[src/rtl/id_ex_issue_if.sv]
// rtl/id_ex_issue_if.sv - decode-side and ALU-side handshake bundle for the ID/EX issue stage
interface id_ex_issue_if #(
  parameter int ALU_DATA_WIDTH    = 32,
  parameter int ALU_CONTROL_WIDTH = 4,
  parameter int INST_ADDR_WIDTH   = 32
);
  logic                         in_valid;
  logic                         in_ready;
  logic [ALU_DATA_WIDTH-1:0]    in_rs1_data;
  logic [ALU_DATA_WIDTH-1:0]    in_rs2_data;
  logic [ALU_DATA_WIDTH-1:0]    in_imm;
  logic [4:0]                   in_rs1_addr;
  logic [4:0]                   in_rs2_addr;
  logic [4:0]                   in_rd_addr;
  logic                         in_use_imm;
  logic [ALU_CONTROL_WIDTH-1:0] in_alu_control;
  logic [INST_ADDR_WIDTH-1:0]   in_pc;

  logic                         out_valid;
  logic                         out_ready;
  logic [ALU_DATA_WIDTH-1:0]    input_data_1;
  logic [ALU_DATA_WIDTH-1:0]    input_data_2;
  logic [ALU_CONTROL_WIDTH-1:0] ALU_control;
  logic [INST_ADDR_WIDTH-1:0]   pc;
  logic [4:0]                   out_rd_addr;

  // Driving side: decode produces instructions and the ALU grants out_ready.
  modport master (
    output in_valid, in_rs1_data, in_rs2_data, in_imm, in_rs1_addr, in_rs2_addr,
           in_rd_addr, in_use_imm, in_alu_control, in_pc, out_ready,
    input  in_ready, out_valid, input_data_1, input_data_2, ALU_control, pc, out_rd_addr
  );

  modport slave (
    input  in_valid, in_rs1_data, in_rs2_data, in_imm, in_rs1_addr, in_rs2_addr,
           in_rd_addr, in_use_imm, in_alu_control, in_pc, out_ready,
    output in_ready, out_valid, input_data_1, input_data_2, ALU_control, pc, out_rd_addr
  );
endinterface

[src/rtl/id_ex_issue.sv]
// rtl/id_ex_issue.sv - ID/EX issue register with skid entry, operand forwarding and writeback snooping
module id_ex_issue #(
  parameter int ALU_DATA_WIDTH    = 32,
  parameter int ALU_CONTROL_WIDTH = 4,
  parameter int INST_ADDR_WIDTH   = 32
) (
  input  logic                      clk,
  input  logic                      rst_n,
  id_ex_issue_if.slave              bus,
  input  logic                      exm_wr_en,
  input  logic [4:0]                exm_rd,
  input  logic [ALU_DATA_WIDTH-1:0] exm_data,
  input  logic                      mwb_wr_en,
  input  logic [4:0]                mwb_rd,
  input  logic [ALU_DATA_WIDTH-1:0] mwb_data,
  input  logic                      flush
);

  typedef struct packed {
    logic                         valid;
    logic [ALU_DATA_WIDTH-1:0]    rs1_val;
    logic [ALU_DATA_WIDTH-1:0]    rs2_val;
    logic [ALU_DATA_WIDTH-1:0]    imm;
    logic                         use_imm;
    logic [4:0]                   rs1_addr;
    logic [4:0]                   rs2_addr;
    logic [4:0]                   rd_addr;
    logic [ALU_CONTROL_WIDTH-1:0] alu_control;
    logic [INST_ADDR_WIDTH-1:0]   pc;
  } entry_t;

  entry_t out_q, skid_q;
  entry_t out_n, skid_n;
  entry_t out_s, skid_s;
  entry_t cap;

  logic accept;
  logic consume;

  // A held operand goes stale if the register it came from is written back while we wait.
  function automatic entry_t snoop(input entry_t e, input logic wr_en,
                                   input logic [4:0] rd, input logic [ALU_DATA_WIDTH-1:0] data);
    entry_t r;
    r = e;
    if (e.valid && wr_en && (rd != 5'd0)) begin
      if (rd == e.rs1_addr) r.rs1_val = data;
      if (rd == e.rs2_addr) r.rs2_val = data;
    end
    return r;
  endfunction

  function automatic logic [ALU_DATA_WIDTH-1:0] select_src(
    input logic [4:0] addr, input logic [ALU_DATA_WIDTH-1:0] rf_val,
    input logic ex_en, input logic [4:0] ex_rd, input logic [ALU_DATA_WIDTH-1:0] ex_val,
    input logic wb_en, input logic [4:0] wb_rd, input logic [ALU_DATA_WIDTH-1:0] wb_val);
    logic [ALU_DATA_WIDTH-1:0] v;
    v = rf_val;
    if (addr != 5'd0) begin
      if (ex_en && (ex_rd == addr))      v = ex_val;
      else if (wb_en && (wb_rd == addr)) v = wb_val;
    end
    return v;
  endfunction

  assign bus.in_ready = ~skid_q.valid;
  assign accept       = bus.in_valid & ~skid_q.valid;
  assign consume      = out_q.valid & bus.out_ready;

  always_comb begin
    cap             = '0;
    cap.valid       = 1'b1;
    cap.rs1_val     = select_src(bus.in_rs1_addr, bus.in_rs1_data, exm_wr_en, exm_rd, exm_data,
                                 mwb_wr_en, mwb_rd, mwb_data);
    cap.rs2_val     = select_src(bus.in_rs2_addr, bus.in_rs2_data, exm_wr_en, exm_rd, exm_data,
                                 mwb_wr_en, mwb_rd, mwb_data);
    cap.imm         = bus.in_imm;
    cap.use_imm     = bus.in_use_imm;
    cap.rs1_addr    = bus.in_rs1_addr;
    cap.rs2_addr    = bus.in_rs2_addr;
    cap.rd_addr     = bus.in_rd_addr;
    cap.alu_control = bus.in_alu_control;
    cap.pc          = bus.in_pc;
  end

  always_comb begin
    out_s  = snoop(out_q,  mwb_wr_en, mwb_rd, mwb_data);
    skid_s = snoop(skid_q, mwb_wr_en, mwb_rd, mwb_data);
    out_n  = out_s;
    skid_n = skid_s;
    if (flush) begin
      out_n.valid  = 1'b0;
      skid_n.valid = 1'b0;
    end else if (consume || !out_q.valid) begin
      // OUT frees up: the older skid entry goes first to keep acceptance order.
      if (skid_q.valid) begin
        out_n        = skid_s;
        skid_n.valid = 1'b0;
      end else if (accept) begin
        out_n = cap;
      end else begin
        out_n.valid = 1'b0;
      end
    end else if (accept) begin
      skid_n = cap;
    end
  end

  always_ff @(posedge clk or negedge rst_n) begin
    if (!rst_n) begin
      out_q  <= '0;
      skid_q <= '0;
    end else begin
      out_q  <= out_n;
      skid_q <= skid_n;
    end
  end

  assign bus.out_valid    = out_q.valid;
  assign bus.input_data_1 = out_q.rs1_val;
  assign bus.input_data_2 = out_q.use_imm ? out_q.imm : out_q.rs2_val;
  assign bus.ALU_control  = out_q.alu_control;
  assign bus.pc           = out_q.pc;
  assign bus.out_rd_addr  = out_q.rd_addr;

endmodule

[src/flat_wrapper.sv]
// flat-port wrapper written by rule: the top's interface ports become plain ports
module id_ex_issue_flat 
#(
  parameter int ALU_DATA_WIDTH    = 32,
  parameter int ALU_CONTROL_WIDTH = 4,
  parameter int INST_ADDR_WIDTH   = 32
)
  (clk, rst_n, exm_wr_en, exm_rd, exm_data, mwb_wr_en, mwb_rd, mwb_data, flush, bus_in_valid, bus_in_rs1_data, bus_in_rs2_data, bus_in_imm, bus_in_rs1_addr, bus_in_rs2_addr, bus_in_rd_addr, bus_in_use_imm, bus_in_alu_control, bus_in_pc, bus_out_ready, bus_in_ready, bus_out_valid, bus_input_data_1, bus_input_data_2, bus_ALU_control, bus_pc, bus_out_rd_addr);
  id_ex_issue_if #(.ALU_DATA_WIDTH(ALU_DATA_WIDTH), .ALU_CONTROL_WIDTH(ALU_CONTROL_WIDTH), .INST_ADDR_WIDTH(INST_ADDR_WIDTH)) bus_i ();
  input  logic clk;
  input  logic rst_n;
  input  logic exm_wr_en;
  input  logic [4:0] exm_rd;
  input  logic [ALU_DATA_WIDTH-1:0] exm_data;
  input  logic mwb_wr_en;
  input  logic [4:0] mwb_rd;
  input  logic [ALU_DATA_WIDTH-1:0] mwb_data;
  input  logic flush;
  input wire logic [$bits(bus_i.in_valid)-1:0] bus_in_valid;
  input wire logic [$bits(bus_i.in_rs1_data)-1:0] bus_in_rs1_data;
  input wire logic [$bits(bus_i.in_rs2_data)-1:0] bus_in_rs2_data;
  input wire logic [$bits(bus_i.in_imm)-1:0] bus_in_imm;
  input wire logic [$bits(bus_i.in_rs1_addr)-1:0] bus_in_rs1_addr;
  input wire logic [$bits(bus_i.in_rs2_addr)-1:0] bus_in_rs2_addr;
  input wire logic [$bits(bus_i.in_rd_addr)-1:0] bus_in_rd_addr;
  input wire logic [$bits(bus_i.in_use_imm)-1:0] bus_in_use_imm;
  input wire logic [$bits(bus_i.in_alu_control)-1:0] bus_in_alu_control;
  input wire logic [$bits(bus_i.in_pc)-1:0] bus_in_pc;
  input wire logic [$bits(bus_i.out_ready)-1:0] bus_out_ready;
  output wire logic [$bits(bus_i.in_ready)-1:0] bus_in_ready;
  output wire logic [$bits(bus_i.out_valid)-1:0] bus_out_valid;
  output wire logic [$bits(bus_i.input_data_1)-1:0] bus_input_data_1;
  output wire logic [$bits(bus_i.input_data_2)-1:0] bus_input_data_2;
  output wire logic [$bits(bus_i.ALU_control)-1:0] bus_ALU_control;
  output wire logic [$bits(bus_i.pc)-1:0] bus_pc;
  output wire logic [$bits(bus_i.out_rd_addr)-1:0] bus_out_rd_addr;
  assign bus_i.in_valid = bus_in_valid;
  assign bus_i.in_rs1_data = bus_in_rs1_data;
  assign bus_i.in_rs2_data = bus_in_rs2_data;
  assign bus_i.in_imm = bus_in_imm;
  assign bus_i.in_rs1_addr = bus_in_rs1_addr;
  assign bus_i.in_rs2_addr = bus_in_rs2_addr;
  assign bus_i.in_rd_addr = bus_in_rd_addr;
  assign bus_i.in_use_imm = bus_in_use_imm;
  assign bus_i.in_alu_control = bus_in_alu_control;
  assign bus_i.in_pc = bus_in_pc;
  assign bus_i.out_ready = bus_out_ready;
  assign bus_in_ready = bus_i.in_ready;
  assign bus_out_valid = bus_i.out_valid;
  assign bus_input_data_1 = bus_i.input_data_1;
  assign bus_input_data_2 = bus_i.input_data_2;
  assign bus_ALU_control = bus_i.ALU_control;
  assign bus_pc = bus_i.pc;
  assign bus_out_rd_addr = bus_i.out_rd_addr;
  id_ex_issue #(.ALU_DATA_WIDTH(ALU_DATA_WIDTH), .ALU_CONTROL_WIDTH(ALU_CONTROL_WIDTH), .INST_ADDR_WIDTH(INST_ADDR_WIDTH)) u_core (.clk(clk), .rst_n(rst_n), .bus(bus_i), .exm_wr_en(exm_wr_en), .exm_rd(exm_rd), .exm_data(exm_data), .mwb_wr_en(mwb_wr_en), .mwb_rd(mwb_rd), .mwb_data(mwb_data), .flush(flush));
endmodule
[config.mk]
export PLATFORM = sky130hd
export DESIGN_NAME = id_ex_issue_flat
export DESIGN_NICKNAME = d
export VERILOG_FILES = /design/src/rtl/id_ex_issue_if.sv /design/src/rtl/id_ex_issue.sv /design/src/flat_wrapper.sv
export SDC_FILE = /design/constraint.sdc
export NUM_CORES = 1
export LEC_CHECK = 0
export BUFFER_PORTS_ARGS = -buffer_cell sky130_fd_sc_hd__buf_2
export CAP_MARGIN = 40
export CORE_AREA = 5 5 221 266
export CTS_CLUSTER_SIZE = 28
export DETAILED_ROUTE_END_ITERATION = 7
export DIE_AREA = 0 0 226 271
export PLACE_DENSITY = 0.55
export REMOVE_ABC_BUFFERS = 1
export SYNTH_ARGS = -nofsm -noshare
export SYNTH_HDL_FRONTEND = slang
export SYNTH_SLANG_ARGS = --single-unit
[constraint.sdc]
create_clock -name clk -period 2.92 [get_ports clk]
set_input_delay 0.584 -clock clk [delete_from_list [all_inputs] [get_ports clk]]
set_output_delay 0.584 -clock clk [all_outputs]
set_load 0.005 [all_outputs]
* Word level (Yosys, flattened, before mapping)
Cells that the tools add are included.
W data, S select, Z words.
** Cells by class
- Add/subtract/negate cells :: 0
- $mul :: 0
- Divide/modulo/power cells :: 0
- Magnitude comparators :: 0
- Eq/ne operators :: 8
- Shift-type cells :: 0
- Muxes and demuxes :: 24
- Bitwise logic cells :: 5
- Reduce and logical (&&, ||, !) cells :: 18
** Operator list (count)
- $mux W148 :: 4
- $mux W149 :: 3
- $mux W32 :: 11
- $mux W64 :: 2
- $eq A5 B5 Y1 :: 8
- $reduce_bool A5 Y1 :: 3
- $logic_and A1 B1 Y1 :: 8
- $reduce_and A3 Y1 :: 2
- $mux W1 :: 4
- $reduce_bool A2 Y1 :: 2
- $not A1 Y1 :: 3
- $reduce_bool A3 Y1 :: 1
- $and A1 B1 Y1 :: 2
- $logic_not A1 Y1 :: 1
- $logic_or A1 B1 Y1 :: 1
** Word-level totals
- Bits in registers :: 298
- Bits in latches :: 0
- Memory bits (writable) :: 0
- Bits in read-only memories :: 0
- Input bits :: 229
- Output and inout bits :: 107
- Logic and storage cells :: 75
- Memories :: 0

* Logic depth before layout (Yosys ltp)
- Depth after elaboration :: 9
- Depth in mapped cells :: 10
- Depth with buffers taken out :: 6

* Worst setup path before layout
No wires, ideal clock.
- Kind :: input port to flip-flop
- Start :: in mwb_rd[2]
- End :: reg u_core.out_q[101] (netlist name)
- Library setup time :: 0.124 ns
- Arrival time :: 2.444 ns
- Data required time :: 2.796 ns
- Slack :: 0.352 ns
- Cell stages on the path :: 8
- Path buffers :: 2
- Cell sequence :: buf_4 or4_1 o21a_1 nand4_1 buf_2 mux2i_1 o22ai_1 a211o_1
** RTL lines
- from (decl) :: line flat_wrapper.sv:16 : input logic [4:0] mwb_rd;
- to (signal assigned) :: line id_ex_issue.sv:113 : out_q <= out_n;
- to (decl) :: line id_ex_issue.sv:32 : entry_t out_q, skid_q;

* Worst setup path in the final report
- Start :: reg u_core.out_q[51] (netlist name)
- End :: out bus_input_data_2[8]
** Between the ends
- Longest elaborated chain between the ends :: 1
** Ends and longest elaborated chain
- $mux W32 :: line id_ex_issue.sv:120 : assign bus.input_data_2 = out_q.use_imm ? out_q.imm : out_q.rs2_val;
- to (decl) :: line flat_wrapper.sv:33 : output wire logic [$bits(bus_i.input_data_2)-1:0] bus_input_data_2;
Every way passes these cells.

==> flow_summary.yaml <==
sta:
  fin_worst_skew_ns: 0.0203
  finalHoldViolations: 0
  fin_crit_ns: 2.52
  rsz0062_at_grt: "no"
  relSlewSlack: 0.404
  fmax_mhz: 396
  slew_violations: 0
  setup_viol: 0
  tightest_slew_ns: 0.894
  whs_ns: 0.0907
  period_share: 0.864
layout:
  area_growth_syn_to_layout_pct: 22.6
  instances_no_fill: 2701
  layout_common_cells: "333 x buf_2, 297 x dfrtp_1, 268 x nand2_1"
  nets: 2167
  final_common_cell: "buf_2"
  drive_above_1_share: 0.272
  fin_util: 0.363
  fin_area_sq_um: 20200
critical_path:
  reg2reg_to: "u_core.skid_q[93]"
  crit_chain: "buf_12, mux2_2, buf_2"
  r2r-start: "u_core.skid_q[148]"
  setup.worst_path.end_class: "primary output"
  crit_arrival_ns: 1.94
  cp_slowest_cell: "dfrtp_2"
  slowest_delay_ns: 0.53
  path_max_fanout: 26
  cp_num_buf_inv: 2
  critPathTopFamily: "flip-flops"
  worstPathRequired_ns: 2.34
  worstSetupPathType: "reg2out"
  ff2ff_setup_slack_ns: 0.64
  ff2ff_path_depth: 6
  startpoint_type: "register"
placement:
  placed_cell_area_sq_um: 19000
  portBuffers: 335
  dp_hpwl_mm: 45.9
  dpl.cell_count: 2626
  place.gp.congestion: 0.888
clock_tree:
  post_cts.repair.setup_buffers: 0
  clk_pin_slew_worst_paths_ns: 0.06
  numCtsBuffers: 37
  clkLatencyLatePin_ns: 0.56
  tritoncts: "done"
  cts_root_buffer: "clkbuf_16"
  clk_path_buf_depth: 3
  h-tree-depth: 2
  holdBufCountCts: 0
  cts_resized: 0
  clock-sinks: 298
logic_synthesis:
  synth_cell_type_count: 51
  ys_dominant_reg_cell: "dfrtp_1"
  ys_top_cells_by_area: "dfrtp_1 45%, o22ai_1 8.9%, mux2i_1 7.6%"
  synth_edf_count: 0
  synth_seq_area_share: 0.452
  async_reset_ff_frac: 1.00
  synth_area_sq_um: 16500
  syn_avg_cell_area_sq_um: 9.47
  syn-instance-count: 1743
  synth_top_area_frac: 0.452
  ys_seq_elements: 298
  synth_area_leader_cell: "dfrtp_1"
  yosysWarningCount: 0
route:
  met3_wirelength_mm: 5.56
  vias_per_cell: 5.71
  routed.top_layer: "met5"
  post_drt_wl_per_cell_microns: 25.2
  firstDrtPassIters: 8
  ant_nets: 0
  num_vias: 15400
  wl_met2_mm: 33.6
  routed_wl_mm: 68.0
  drc: 2
  drt-met1-wl_mm: 26.0
  drtIter0Drc: 1331
grt:
  grt_overflow: 0
  grt_usage: 0.212
  grt_pass1_vias: 15800
  grt_pass1_wl_mm: 99.9
  grt_max_degree: 84
  antenna_found_initial: 23
floorplan:
  die-area_sq_um: 61200
  top_level_ports: 336
  core_area_sq_um: 55700
  start_util: 0.296
  fp.dieW_microns: 226
  die_h_microns: 271
  rows: 95
power_and_ir_drop:
  irDropWorstVdd_uv: 391
  power_uw: 13500
  power.density_nw_per_um2: 665
  leakagePower_uw: 0.00913
hold_path:
  hold_path_class: "in2async"
outcome:
  violations: "design-rule violations"
  status: "finished with violations"
job:
  drv_cap: 0
through the flow:
step	setup TNS, ns	worst slack [ns]
final	0	0.397
after global routing	0	0.327
after CTS	0	0.336
after detailed placement	0	0.0856
after global placement	0	0.119
after floorplan	-1258.95	-5.50
cells by family (layout without fill, tap and decap cells):
group | count (synthesis) | in the layout | synth area share
AO/OA/AOI/OAI | 606 | 606 | 0.254
AND/OR/NAND/NOR | 360 | 360 | 0.0901
flip-flops | 298 | 298 | 0.452
buffers and inverters | 281 | 502 | 0.0851
multiplexers | 158 | 158 | 0.0983
XOR/XNOR | 40 | 40 | 0.0212
other | 0 | 10 | 0
worst max-delay path by stage:
stage,startpoint,to,slack (ns),depth (start not counted)
after floorplan,flush,u_core.skid_q[120],-5.50,5
after global placement,bus_in_rs1_addr[4],u_core.skid_q[136],0.12,7
after detailed placement,bus_in_rs1_addr[4],u_core.skid_q[128],0.09,7
after CTS,u_core.out_q[51],bus_input_data_2[8],0.34,3
after global routing,u_core.out_q[51],bus_input_data_2[8],0.33,3
final,u_core.out_q[51],bus_input_data_2[8],0.40,3
cell type report:
cell class | instances | area [sq um]
Timing Repair Buffer | 413 | 2700
Inverter | 24 | 92.6
Tap cell | 727 | 910
Antenna cell | 10 | 25.0
Clock inverter | 13 | 156
Clock buffer | 52 | 1090
Fill cell | 5630 | 35500
Multi-Input combinational cell | 1164 | 7810
Sequential cell | 298 | 7460
routing by layer:
layer | vias to the layer above | GRT usage
met2 | 677 | 0.359
li1 | 6875 | -
met4 | 22 | 0.0836
met1 | 7696 | 0.253
met5 | - | 0
met3 | 146 | 0.0596
flip-flops by register name (all words and copies together) (netlist names):
register	cells
u_core.skid_q	149
u_core.bus.out_valid	1
u_core.bus.pc	32
u_core.bus.ALU_control	4
u_core.out_q	75
u_core.bus.out_rd_addr	5
u_core.bus.input_data_1	32
synthesized netlist by cell type (all sizes together), types with 2 or more instances:
library cell  instances
nand4                 4
a22o                 35
o22ai               236
o21ai                45
nand3                 7
a221oi               22
nand2b                2
or4                   5
a211o                31
xor2                 18
mux2i               125
a32oi                11
a222oi               32
clkbuf              140
a21oi               102
mux2                 33
and4                  2
a22oi                16
a221o                 4
nor3                 30
nand2               271
buf                 117
o32ai                20
nor4                  3
inv                  24
dfrtp               298
and3                  4
o211ai                9
nor2                 27
o22a                 35
xnor2                22
power by group:
part	total, uW	switching (uW)	internal, uW
registers	5660	622	5030
clock network	4810	1920	2890
logic	3000	1510	1480
total	13500	4060	9400
(Power assumes the default switching activity.)
